[src/rtl/div_seq_32.sv]
// div_seq_32 -- multi-cycle restoring divider beside the EX-stage ALU.
//   One quotient bit per clock through a single shared add_sub_32 (subtract).
//   Sequence: IDLE -> PREP -> ITER x N -> FIX -> DONE -> IDLE.
//   Latency: done in the 35th cycle after the accepting edge, 2nd for divide-by-zero.
// Ports:
//   clk, reset        rising-edge clock, asynchronous active-high reset
//   start             request, sampled only in IDLE
//   is_signed         two's-complement divide when SIGNED_EN=1, sampled with start
//   dividend, divisor operands, sampled with start
//   busy              high from the cycle after accept through the DONE cycle
//   done              one-cycle pulse, results valid and held afterwards
//   quotient          truncates toward zero
//   remainder         takes the sign of the dividend
//   div_by_zero       divisor was 0 (quotient all ones, remainder = dividend)

module add_sub_32 (
    input  logic [31:0] a,
    input  logic [31:0] b,
    input  logic        sel,   // 1 = a - b
    output logic [31:0] sum,
    output logic        cout   // on subtract: 1 = no borrow
);
    logic [32:0] res;
    assign res  = {1'b0, a} + {1'b0, (sel ? ~b : b)} + {32'b0, sel};
    assign sum  = res[31:0];
    assign cout = res[32];
endmodule

module div_seq_32 #(
    parameter int N         = 32,  // only 32 is legal: the shared adder is 32-bit
    parameter int SIGNED_EN = 1
) (
    input  logic         clk,
    input  logic         reset,
    input  logic         start,
    input  logic         is_signed,
    input  logic [N-1:0] dividend,
    input  logic [N-1:0] divisor,
    output logic         busy,
    output logic         done,
    output logic [N-1:0] quotient,
    output logic [N-1:0] remainder,
    output logic         div_by_zero
);
    localparam int CW = $clog2(N);

    typedef enum logic [2:0] {S_IDLE, S_PREP, S_ITER, S_FIX, S_DONE} state_t;
    state_t state, state_nx;

    logic [N-1:0]  a_lat, b_lat;
    logic          sgn_lat;
    logic [N-1:0]  rem, quo, dmag;
    logic [CW-1:0] cnt;
    logic          neg_q, neg_r;

    logic          a_neg, b_neg;
    logic [N-1:0]  rem_sh, diff;
    logic          cout, take;

    assign a_neg  = sgn_lat & a_lat[N-1];
    assign b_neg  = sgn_lat & b_lat[N-1];
    assign rem_sh = {rem[N-2:0], quo[N-1]};

    add_sub_32 u_addsub (
        .a    (rem_sh),
        .b    (dmag),
        .sel  (1'b1),
        .sum  (diff),
        .cout (cout)
    );

    // The shifted partial remainder is really N+1 bits wide; the bit shifted
    // out (rem[N-1]) means it already exceeds any N-bit divisor, so the
    // subtract must be taken and the wrapped difference is still exact.
    assign take = cout | rem[N-1];

    always_ff @(posedge clk or posedge reset) begin
        if (reset) state <= S_IDLE;
        else       state <= state_nx;
    end

    always_comb begin
        state_nx = state;
        busy     = 1'b1;
        done     = 1'b0;
        case (state)
            S_IDLE: begin
                busy = 1'b0;
                if (start) state_nx = S_PREP;
            end
            S_PREP:  state_nx = (b_lat == '0) ? S_DONE : S_ITER;
            S_ITER:  if (cnt == CW'(N - 1)) state_nx = S_FIX;
            S_FIX:   state_nx = S_DONE;
            S_DONE: begin
                done     = 1'b1;
                state_nx = S_IDLE;
            end
            default: state_nx = S_IDLE;
        endcase
    end

    always_ff @(posedge clk or posedge reset) begin
        if (reset) begin
            a_lat       <= '0;
            b_lat       <= '0;
            sgn_lat     <= 1'b0;
            rem         <= '0;
            quo         <= '0;
            dmag        <= '0;
            cnt         <= '0;
            neg_q       <= 1'b0;
            neg_r       <= 1'b0;
            quotient    <= '0;
            remainder   <= '0;
            div_by_zero <= 1'b0;
        end else begin
            case (state)
                S_IDLE: if (start) begin
                    a_lat       <= dividend;
                    b_lat       <= divisor;
                    sgn_lat     <= (SIGNED_EN != 0) && is_signed;
                    div_by_zero <= 1'b0;
                end
                S_PREP: if (b_lat == '0) begin
                    quotient    <= '1;
                    remainder   <= a_lat;
                    div_by_zero <= 1'b1;
                end else begin
                    // |-2^31| = 32'h8000_0000 is exact as an unsigned magnitude
                    quo   <= a_neg ? -a_lat : a_lat;
                    dmag  <= b_neg ? -b_lat : b_lat;
                    neg_q <= a_neg ^ b_neg;
                    neg_r <= a_neg;
                    rem   <= '0;
                    cnt   <= '0;
                end
                S_ITER: begin
                    quo <= {quo[N-2:0], take};
                    rem <= take ? diff : rem_sh;
                    cnt <= cnt + 1'b1;
                end
                S_FIX: begin
                    quotient  <= neg_q ? -quo : quo;
                    remainder <= neg_r ? -rem : rem;
                end
                default: ;
            endcase
        end
    end
endmodule

[config.mk]
export PLATFORM = sky130hd
export DESIGN_NAME = div_seq_32
export DESIGN_NICKNAME = d
export VERILOG_FILES = /design/src/rtl/div_seq_32.sv
export SDC_FILE = /design/constraint.sdc
export NUM_CORES = 1
export LEC_CHECK = 0
export BUFFER_PORTS_ARGS = -buffer_cell sky130_fd_sc_hd__buf_2
export CORE_ASPECT_RATIO = 1.5
export CORE_MARGIN = 2
export CORE_UTILIZATION = 45
export CTS_CLUSTER_SIZE = 40
export DETAILED_ROUTE_END_ITERATION = 10
export PLACE_DENSITY = 0.64
export SLEW_MARGIN = 5
export SYNTH_ARGS = -nofsm -noshare
export SYNTH_HDL_FRONTEND = slang
export SYNTH_HIERARCHICAL = 1
export SYNTH_SLANG_ARGS = --single-unit
[constraint.sdc]
create_clock -name clk -period 16.4 [get_ports clk]
set_input_delay 2.46 -clock clk [delete_from_list [all_inputs] [get_ports clk]]
set_output_delay 2.46 -clock clk [all_outputs]
set_load 0.01 [all_outputs]
==> metrics.log <==
[metrics] Yosys warning total: 6
[metrics] vias in the first global route: around 12000
[metrics] Routed wire per std cell: 19.03 um
[metrics] Tmin final: 4.251 ns
[metrics] final setup violating endpoints: 0
[metrics] Die Area: 0.03322 mm^2
[metrics] proportion of synthesized chip area in sequential cells: 41.33%
[metrics] Cell variety after synth: 72
[metrics] vias: around 12000
[metrics] clk sink count: 236
[metrics] mapped cell area: 0.01429 mm^2
[metrics] Initial Util: a little under half
[metrics] synthesized netlist cell count: 1534
[metrics] area added between synthesis and finish: 12.05%
[metrics] TritonCTS Buffers: 25
[metrics] number of enable-type register cells in the synthesized netlist: 0
[metrics] Max Fclk: 0.2352 GHz
[metrics] placed instance area: between 0.015 and 0.02 mm^2
[metrics] final net count: 1725
[metrics] cts repair resizes: 0
[metrics] Total Power Consumption: 3.571 mW
[metrics] share of final-layout standard cells stronger than drive strength 1: 16.79%
[metrics] total setup buffers inserted after CTS: 0
[metrics] worst clock skew: 0.01141 ns
[metrics] port buffer count: approximately 130
[metrics] RSZ-0062 raised after global routing: false
[metrics] Initial DRT Pass Iterations: 6
[metrics] slew at the pin closest to its max-slew limit: about 1.1 ns
[metrics] first-pass GRT wire length: 62.71 mm
[metrics] antenna violation net count after detailed routing: 0
[metrics] worst voltage drop across the vdd grid: approximately 0.11 mV
[metrics] reported leakage power: between 6 and 7 nW
[metrics] Area contributors post-synth: sky130_fd_sc_hd__dfrtp_1 (41%), sky130_fd_sc_hd__xor2_1 (6.4%), sky130_fd_sc_hd__o21ai_0 (4.7%)
[metrics] later-pin clock latency in the skew report: 0.53 ns
[metrics] fraction of synthesis flops using an asynchronous set or reset pin: 100.0%
[metrics] Worst-path clk slew: around 0.06 ns
[metrics] CP Max Fanout: 109
[metrics] CTS max path bufs: 3
[metrics] total overflow reported by the global router: 0
[metrics] Mapped Nets: 1643
[metrics] pins over their slew limit: 0
[metrics] placed wire-length estimate after detailed placement: 28.67 mm
[metrics] Post-Route Utilization: 51.42%
[metrics] power per standard cell area: 223.0 mW/mm^2
[metrics] signal arrival time at the worst endpoint: around 4.8 ns
[metrics] reported max-cap violation count: 0
[metrics] CTS tree: built
[metrics] ports placed on the boundary: 135
[metrics] commonest cells in the netlist: sky130_fd_sc_hd__dfrtp_1 (236), sky130_fd_sc_hd__nand2_1 (143), sky130_fd_sc_hd__o21ai_0 (134), sky130_fd_sc_hd__nor2_1 (107), sky130_fd_sc_hd__xor2_1 (104)
[metrics] Floorplan Core Area: between 0.03 and 0.04 mm^2
[metrics] Final Hold Violating Endpoints: 0
[metrics] run status: finished clean
[metrics] antenna violations before repair: 0
[metrics] antenna fix cells: 0
[metrics] area share of the leading cell type in the synthesized netlist: 41.33%
[metrics] post-route fraction of the period consumed by the critical path: 25.92%
[metrics] required arrival time at the worst endpoint: 16.95 ns
[metrics] violation count after the first detailed-routing iteration: 671
[metrics] Rows: 79
[metrics] most instantiated flip-flop cell in the synthesis netlist: sky130_fd_sc_hd__dfrtp_1
[metrics] maximum number of pins on one net before global-route repair: 110
[metrics] post-synthesis average cell area: 9.314 um^2
[metrics] total wirelength of the detailed-routed design: 38.77 mm
[metrics] final cell area excluding filler cells: ~0.016 mm^2
[metrics] Post-route DRC: 0
[metrics] Overall Global Routing Usage: about a quarter
[metrics] routability congestion estimate: 0.9169
[metrics] summed negative setup slack over all endpoints: 0 ns
[metrics] leading cell type by number of instances after synthesis: sky130_fd_sc_hd__dfrtp_1
[metrics] hold buffers post-CTS: 0
[metrics] Yosys reg bits: 236
[metrics] kind of start point of the critical path: input port
[metrics] height of the chip: 222.2 um
[metrics] cell accounting for the most synthesized area: sky130_fd_sc_hd__dfrtp_1
[metrics] critical path capture point type: asynchronous set/reset pin
[metrics] number of levels the H-tree was split into: 1
[metrics] Hold/Removal Path Class: reg2reg
[metrics] Chip Width: about 150 um
[metrics] Worst Setup Path Type: in2async
[metrics] remaining max-slew budget at the tightest pin: 26.78%
[metrics] routed vias/inst: between 5 and 6
[metrics] cell chosen for the clock root: sky130_fd_sc_hd__clkbuf_16
[layout make-up]
type	count	area (um^2)
Clock buffer	34	699.4
Sequential cell	236	5906
Timing Repair Buffer	144	745.7
Multi-Input combinational cell	1179	7928
Fill cell	2947	15130
Tap cell	405	506.7
Clock inverter	9	103.9
Inverter	30	120.1
[placed cells by master, fill, tap and decap left out, types with 6 or more instances in the layout]
| cell type | instances |
|---|---|
| sky130_fd_sc_hd__xnor2_1 | 71 |
| sky130_fd_sc_hd__nor3_1 | 21 |
| sky130_fd_sc_hd__o41ai_1 | 20 |
| sky130_fd_sc_hd__o211ai_1 | 22 |
| sky130_fd_sc_hd__xor2_1 | 104 |
| sky130_fd_sc_hd__a31oi_1 | 14 |
| sky130_fd_sc_hd__inv_1 | 28 |
| sky130_fd_sc_hd__clkbuf_16 | 25 |
| sky130_fd_sc_hd__o22ai_1 | 6 |
| sky130_fd_sc_hd__o21ai_0 | 134 |
| sky130_fd_sc_hd__buf_2 | 134 |
| sky130_fd_sc_hd__nand2_1 | 142 |
| sky130_fd_sc_hd__mux2i_1 | 42 |
| sky130_fd_sc_hd__a21oi_1 | 94 |
| sky130_fd_sc_hd__nor4_1 | 15 |
| sky130_fd_sc_hd__mux2_2 | 59 |
| sky130_fd_sc_hd__or2_2 | 7 |
| sky130_fd_sc_hd__nand4_1 | 8 |
| sky130_fd_sc_hd__or4_1 | 14 |
| sky130_fd_sc_hd__o22a_1 | 6 |
| sky130_fd_sc_hd__o21ai_1 | 24 |
| sky130_fd_sc_hd__ha_1 | 40 |
| sky130_fd_sc_hd__nand3_1 | 68 |
| sky130_fd_sc_hd__a22oi_1 | 15 |
| sky130_fd_sc_hd__and3_1 | 10 |
| sky130_fd_sc_hd__dfrtp_1 | 236 |
| sky130_fd_sc_hd__nor2b_1 | 7 |
| sky130_fd_sc_hd__nor2_1 | 105 |
| sky130_fd_sc_hd__o31ai_1 | 25 |
| sky130_fd_sc_hd__buf_4 | 10 |
| sky130_fd_sc_hd__or3_1 | 15 |
| sky130_fd_sc_hd__a21o_1 | 9 |
[through the flow]
step	hold WS [ns]	worst slack, ns	instances
floorplan	0.4586	7.465	1534
global placement	0.4591	11.48	1994
detailed placement	0.4702	11.45	1994
CTS	0.4851	12.01	2037
global route	0.5067	11.70	2037
finish	0.4791	12.15	2037
[flip-flops by register name, indices dropped and copies added, names as in the netlist]
signal	cells
a_lat	32
b_lat	32
dmag	32
quo	32
quotient	32
rem	32
remainder	32
cnt	5
state	3
div_by_zero	1
neg_q	1
neg_r	1
sgn_lat	1
[path summary, 6_finish.rpt]
check | end | slack (ns) | startpoint | depth (start not counted)
max reg2reg | rem[15]$_DFFE_PP0P_ | 12.15 | quo[31]$_DFFE_PP0P_ | 13
max | b_lat[5]$_DFFE_PP0P_ | 12.15 | reset | 4
max in group clk | rem[15]$_DFFE_PP0P_ | 12.15 | quo[31]$_DFFE_PP0P_ | 13
min reg2reg | remainder[8]$_DFFE_PP0P_ | 0.48 | remainder[8]$_DFFE_PP0P_ | 2
min in group asynchronous | quotient[3]$_DFFE_PP0P_ | 2.08 | reset | 2
min | remainder[8]$_DFFE_PP0P_ | 0.48 | remainder[8]$_DFFE_PP0P_ | 2
[worst max-delay path, stage by stage]
cell                    delay [ns]
sky130_fd_sc_hd__buf_2        0.13
sky130_fd_sc_hd__inv_8        0.52
sky130_fd_sc_hd__buf_4        0.78
sky130_fd_sc_hd__buf_4        0.80
[cells by family after synthesis]
logic type	Yosys count	share of synthesized area (%)
mux	101	7.593
fa+ha+maj	41	3.643
other cells	1	0.02625
xor+xnor	175	10.73
flops	236	41.33
simple gates	452	15.34
buf+inv	119	3.520
compound gates	409	17.81
[layer usage]
layer	share of wire, %	GRT usage [%]	up-vias
li1	-	-	5694
met1	38	27.32	5632
met2	53	43.10	235
met3	3.6	2.423	90
met4	5.0	11.03	0
met5	0	0	-
[report_power, final]
part	leakage, nW	internal (mW)	switching [mW]
Combinational	3.65	0.779	1.02
Clock	0.397	0.329	0.236
Sequential	2.89	0.853	0.357
Total	6.94	1.96	1.61
(Power assumes the default switching activity.)
